File: config.mk
export PLATFORM = sky130hd
export DESIGN_NAME = param_loader
export DESIGN_NICKNAME = d
export VERILOG_FILES = /design/src/rtl/param_loader.sv
export SDC_FILE = /design/constraint.sdc
export NUM_CORES = 1
export LEC_CHECK = 0
export CORE_MARGIN = 5
export CORE_UTILIZATION = 50
export DETAILED_ROUTE_END_ITERATION = 8
export DONT_BUFFER_PORTS = 1
export GPL_ROUTABILITY_DRIVEN = 0
export HOLD_SLACK_MARGIN = 0.03
export SETUP_SLACK_MARGIN = 0.4
export SLEW_MARGIN = 5
export SYNTH_ARGS = -nofsm -noshare
export SYNTH_HDL_FRONTEND = slang
export SYNTH_SLANG_ARGS = --single-unit
File: constraint.sdc
create_clock -name clk -period 2.9 [get_ports clk]
set_clock_uncertainty 0.1 [all_clocks]
set_input_delay 0.435 -clock clk [delete_from_list [all_inputs] [get_ports clk]]
set_output_delay 0.435 -clock clk [all_outputs]
set_load 0.01 [all_outputs]
File: src/rtl/param_loader.sv
// Serialises parameter bytes MSB-first onto a neuron setup chain, one bit per
// setup cycle; stalls the chain (setup=0) whenever no buffered bit is available.
module param_loader #(
   parameter int CHAIN_BITS = 11
) (
   input  logic       clk,
   input  logic       reset,
   input  logic       start,
   input  logic [7:0] data_in,
   input  logic       data_valid,
   output logic       data_ready,
   output logic       setup,
   output logic       param_out,
   output logic       busy,
   output logic       done
);

   localparam int NBYTES = (CHAIN_BITS + 7) / 8;
   localparam int BW     = $clog2(CHAIN_BITS + 1);
   localparam int YW     = $clog2(NBYTES + 1);
   localparam logic [BW-1:0] LAST_BIT  = BW'(CHAIN_BITS);
   localparam logic [YW-1:0] LAST_BYTE = YW'(NBYTES);

   localparam logic [1:0] S_IDLE = 2'd0;
   localparam logic [1:0] S_LOAD = 2'd1;
   localparam logic [1:0] S_DONE = 2'd2;

   logic [1:0]    state;
   logic [BW-1:0] bit_cnt;
   logic [YW-1:0] byte_cnt;
   logic [6:0]    sh;
   logic [2:0]    sh_cnt;
   logic [7:0]    hold;
   logic          hold_full;

   logic in_load, accept, avail, take, next_bit;

   // The output register is the first serial stage, so the shifter only ever
   // holds the 7 bits left after a byte's MSB has been issued.
   always_comb begin
      in_load    = (state == S_LOAD);
      data_ready = in_load & ~hold_full & (byte_cnt != LAST_BYTE);
      accept     = data_valid & data_ready;
      avail      = (sh_cnt != 3'd0) | hold_full | accept;
      take       = in_load & avail & (bit_cnt != LAST_BIT);
      if (sh_cnt != 3'd0)
         next_bit = sh[6];
      else if (hold_full)
         next_bit = hold[7];
      else
         next_bit = data_in[7];
   end

   assign busy = (state == S_LOAD);
   assign done = (state == S_DONE);

   always_ff @(posedge clk) begin
      if (reset) begin
         state     <= S_IDLE;
         bit_cnt   <= '0;
         byte_cnt  <= '0;
         sh        <= '0;
         sh_cnt    <= '0;
         hold      <= '0;
         hold_full <= 1'b0;
         setup     <= 1'b0;
         param_out <= 1'b0;
      end else begin
         setup     <= take;
         param_out <= take & next_bit;

         case (state)
            S_IDLE: if (start) begin
               state     <= S_LOAD;
               bit_cnt   <= '0;
               byte_cnt  <= '0;
               sh_cnt    <= '0;
               hold_full <= 1'b0;
            end
            S_LOAD: if (bit_cnt == LAST_BIT) state <= S_DONE;
            S_DONE: state <= S_IDLE;
            default: state <= S_IDLE;
         endcase

         if (accept) byte_cnt <= byte_cnt + YW'(1);

         // Drain order: shifter, then holding byte, then the byte arriving now.
         if (take) begin
            bit_cnt <= bit_cnt + BW'(1);
            if (sh_cnt != 3'd0) begin
               sh     <= {sh[5:0], 1'b0};
               sh_cnt <= sh_cnt - 3'd1;
               if (accept) begin
                  hold      <= data_in;
                  hold_full <= 1'b1;
               end
            end else if (hold_full) begin
               sh        <= hold[6:0];
               sh_cnt    <= 3'd7;
               hold_full <= 1'b0;
            end else begin
               sh     <= data_in[6:0];
               sh_cnt <= 3'd7;
            end
         end else if (accept) begin
            hold      <= data_in;
            hold_full <= 1'b1;
         end
      end
   end

endmodule

; ---- Yosys cells after proc, flatten, opt, wreduce, memory -nomap -nowiden
; Cells that the tools add are included.
[classes]
n_reduce_logical = 9
n_addsub = 3
n_mux = 26
n_eq_ne = 8
bitwise = 9
[op_table]
columns = operator, n
row1 = 2-to-1 mux 8 bit, 3
row2 = 2-to-1 mux 7 bit, 2
row3 = 2-to-1 mux 3 bit, 4
row4 = 2-to-1 mux 4 bit, 3
row5 = 2-to-1 mux 2 bit, 5
row6 = 2-to-1 mux 1 bit, 8
row7 = nonzero test 2 bit, 4
row8 = bitwise AND 1 bit, 6
row9 = AND reduction 2 bit, 3
row10 = adder 4 x 1 -> 4 bit (second input constant), 1
row11 = == test 4 bit (second input constant), 1
row12 = != test 2 x 1 -> 1 bit (second input constant), 2
row13 = != test 2 bit (second input constant), 2
row14 = != test 4 bit (second input constant), 1
row15 = one-hot mux 2 bit (2 select lines), 1
row16 = nonzero test 3 bit, 1
row17 = subtractor 3 x 1 -> 3 bit (second input constant), 1
row18 = adder 2 x 1 -> 2 bit (second input constant), 1
row19 = == test 2 x 1 -> 1 bit (second input constant), 1
row20 = == test 2 bit (second input constant), 1
row21 = zero test 2 bit, 1
row22 = OR 1 bit, 2
row23 = NOT 1 bit, 1
[word_totals]
input_bits = 12
wordCells = 64
reg_bits = 29
out_inout_bits = 5

; ---- Depth between registers and ports, before layout
[logic_depth]
word_depth = 9
ltp_mapped = 8
mapped_depth_nobuf = 6

; ---- Worst setup path before layout
; OpenSTA, ideal clock, no wires.
[synth_timing]
path_kind = register to register
from = register bit_cnt[0]
to = register hold[4]
stages_incl_launch_ff = 6
arrival_ns = 1.451
path_buffers = 0
t_required_ns = 2.675
slack_ns = 1.224
cell_sequence = dfxtp_1 > ha_1 > and3b_1 > o311ai_4 > mux2i_1 > nor2_1
[synth_between]
elab_chain_cells = 3
[synth_rtl]
columns = item, line_no
row1 = start: declaration, 29  ; logic [BW-1:0] bit_cnt;
row2 = start signal: assignment, 89  ; bit_cnt <= bit_cnt + BW'(1);
row3 = != test 4 bit (*), 45  ; take = in_load & avail & (bit_cnt != LAST_BIT);
row4 = bitwise AND 1 bit (*), 45
row5 = != test 2 x 1 -> 1 bit (no source line) / 2-to-1 mux 8 bit (equally long branches), --
row6 = end signal: assignment, 94  ; hold <= data_in;
row7 = end signal: assignment, 106  ; hold <= data_in;
row8 = end: declaration, 33  ; logic [7:0] hold;
; Every way passes the cells marked *; elsewhere a longest branch is shown, timed or not.
; A chain may end at the register's enable or synchronous reset.

; ---- Final worst setup path
[layout_timing]
from = register sh_cnt[0]
to = register sh_cnt[2]
[layout_between]
elab_chain_cells = 7
[layout_rtl]
columns = item, line_no
row1 = start: declaration, 32  ; logic [2:0] sh_cnt;
row2 = start signal: assignment, 92  ; sh_cnt <= sh_cnt - 3'd1;
row3 = nonzero test 3 bit, "44, 90"
row4 = OR 1 bit (2 in series), 44  ; avail = (sh_cnt != 3'd0) | hold_full | accept;
row5 = bitwise AND 1 bit (2 in series), 45
row6 = nonzero test 2 bit (no source line), --
row7 = AND reduction 2 bit (no source line), --
; Parallel ways exist; a longest one is shown, timed or not.

==> metrics.txt <==
most common cell after layout, fill and taps aside dfxtp_1; P_leak 0.564 nW; layout cells sized above 1 10.1%; flops & latches, synth 29; hold path startpoint reset; CTS root buffer clkbuf_4; Slew Limit Fails 0; Hold Fails Final Rpt 0; register area share after synthesis 41.2%; CTS Hold Bufs 0; Max Cap Viol 0; initial antenna violation count 0; grt total ovfl 0; CTS tree yes; synth warn 0; Final nets 164; Worst-Skew Late Latency 320 ps; CP max stage delay 680 ps; Vias/cell 5.73; GR Util met1 16.5%; Reg2Reg Setup Slack 900 ps; Starting Density 51.6%; chip height 63.1 um; CTS sink cnt 29; Netlist cell types 35; Final Setup Violations 0; drc violations 0; Period minus WS final 2000 ps; Routed WL per cell 13.8 um; PwrDens 603 mW/mm^2; Synth Area per Inst 9.46 sq um; 1st-iter DRT viols 49; Reg2Reg Depth 6; Final HPWL DP 1660 um; Num CTS Buffers 5; critical-path cell list inv_1 -> ha_1 -> nand2b_4 -> o311ai_4 -> o21bai_1 -> and4b_1; Die ar. 0.00398 sq mm; reg2reg end sh_cnt[2]; Yosys top cell by area dfxtp_1; hold endpoint sh_cnt[1]; status finished clean; Max Fclk 0.501 GHz; largest net degree at the start of global routing 31; cell area after layout 0.00149 sq mm; pin slew with the least headroom to its limit 747 ps; first-pass GRT wire length 4530 um; Mapped Cells 149; vias 1031; Setup Fix Bufs, Post-CTS 0; Max-slew headroom 50.1%; crit path max-delay cell type o311ai_4; vias in the first global route 992; gr busiest metal met2; Min-Delay Path Class input pin to flip-flop; Max clock buf depth 2; TNS Setup 0 ps; met2 Use GR 22.7%; final design utilization 54.4%; met3 GRT Util 6.57%; Final period util 68.8%; Worst EP required 3030 ps; Die Width 63.1 um; number of enable flip-flop cells after synthesis 0; Worst Setup Path Type flip-flop to flip-flop; Critical Path Source Type flip-flop; CP arrival 2120 ps; htree depth 2; cts repair resizes 0; Total Wirelength 2490 um; worst-path fanout max 18; Diodes inserted 0; Layout fillers 268; Clock Pin Slew Worst Setup and Hold Paths 90 ps; post-synthesis cell area 0.00141 sq mm; critical path's top delay family compound AO/OA/AOI/OAI gates; I/O Pins 17; Synth Net Count 165; IO buf count 0; hold path depth 1; core area 0.00273 sq mm; Synth top area share 41.2%; Layout area overhead 5.50%; top_reg_cell synth dfxtp_1; synth top area cells dfxtp_1 41%, mux2i_1 11%, nand2_1 5.1%, a21oi_1 3.9%, nor2_1 3.7%; maximum VDD drop 0.655 mV; placement-stage cell area 0.00140 sq mm; gr usage total 14.4%; CP endpoint kind flip-flop; remaining antenna violation count 0; RSZ-0062 raised after global routing false; Detailed Routing Iterations Pass 1 4; std cell rows 19; R2R Path Start sh_cnt[0]; Async SR Flop Fraction 0%; most frequent cells in the layout 29 x dfxtp_1, 19 x nand2_1, 15 x mux2i_1; worst path buffer plus inverter count 1
## synth_stat cells (2+ instances only)
cell type      count
o211ai_1           6
nand3_1            9
a21oi_1           11
a31oi_1            2
ha_1               4
o311ai_4           2
inv_1              3
buf_2              2
nand2_1           19
mux2i_1           15
dfxtp_1           29
buf_4              2
nor2b_1            3
dlygate4sd1_1      2
nand3b_1           3
nand2b_4           2
nor2_1            14
mux2_1             2
clkbuf_1           3
## sequential cells by signal, indices dropped and copies added (netlist names)
name       cells
setup          1
param_out      1
state          2
hold           8
byte_cnt       2
sh             7
bit_cnt        4
hold_full      1
sh_cnt         3
## power by group
part           leakage [nW]  switching [W]  total, W  internal, W
Clock                0.0455       0.000138  0.000344     0.000206
Sequential            0.236      0.0000163  0.000435     0.000419
Combinational         0.283      0.0000688  0.000118    0.0000495
Total                 0.564       0.000223  0.000897     0.000674
## cell type report
type	instances	area, sq um	area share, %
clock buffer	7	55.1	3.70
inverter	4	15.0	1.01
timing repair buffer	1	7.51	0.505
sequential	29	581	39.0
multi-input combinational	107	761	51.1
clock inverter	1	30.0	2.02
tap	31	38.8	2.61
## metrics by stage
stage	hold WS, ps	power [W]	setup slack (ps)	std cells
global placement	336	0.000562	949	172
CTS	53.7	0.000911	908	180
finish	65.9	0.000897	904	180
global route	30.4	0.000955	724	180
detailed placement	340	0.000565	924	172
floorplan	332	0.000550	1220	149
## worst register-to-register path: stages, from the launching register on
cell	delay [ps]
dfxtp_1	320
inv_1	90
ha_1	240
nand2b_4	100
o311ai_4	680
o21bai_1	160
and4b_1	210
## routing by layer
metal  routed length, um  up-vias
met2                1120       17
met4                  44        0
met3                 139        5
li1                    -      529
met1                1180      480
met5                   0        -
## cell families after synthesis
family                   count (synthesis)  synth area share [%]
AO/OA/AOI/OAI                           27                  15.0
adder cells (fa/ha/maj)                  4                  3.55
buffers and inverters                   13                  4.88
flip-flops                              29                  41.2
multiplexers                            18                  13.0
AND/OR/NAND/NOR                         58                  22.4
## how the worst max path moves through the flow
stage / slack, ps / to / cells after the start / from
5_1_grt: 720 / sh_cnt[2] / 6 / sh_cnt[0]
2_1_floorplan: 1220 / hold[4] / 5 / bit_cnt[0]
4_1_cts: 910 / sh_cnt[2] / 6 / sh_cnt[0]
6_report: 900 / sh_cnt[2] / 6 / sh_cnt[0]
3_5_place_dp: 920 / sh_cnt[2] / 6 / sh_cnt[0]
3_3_place_gp: 950 / sh_cnt[2] / 6 / sh_cnt[0]
(Power assumes the default switching activity.)
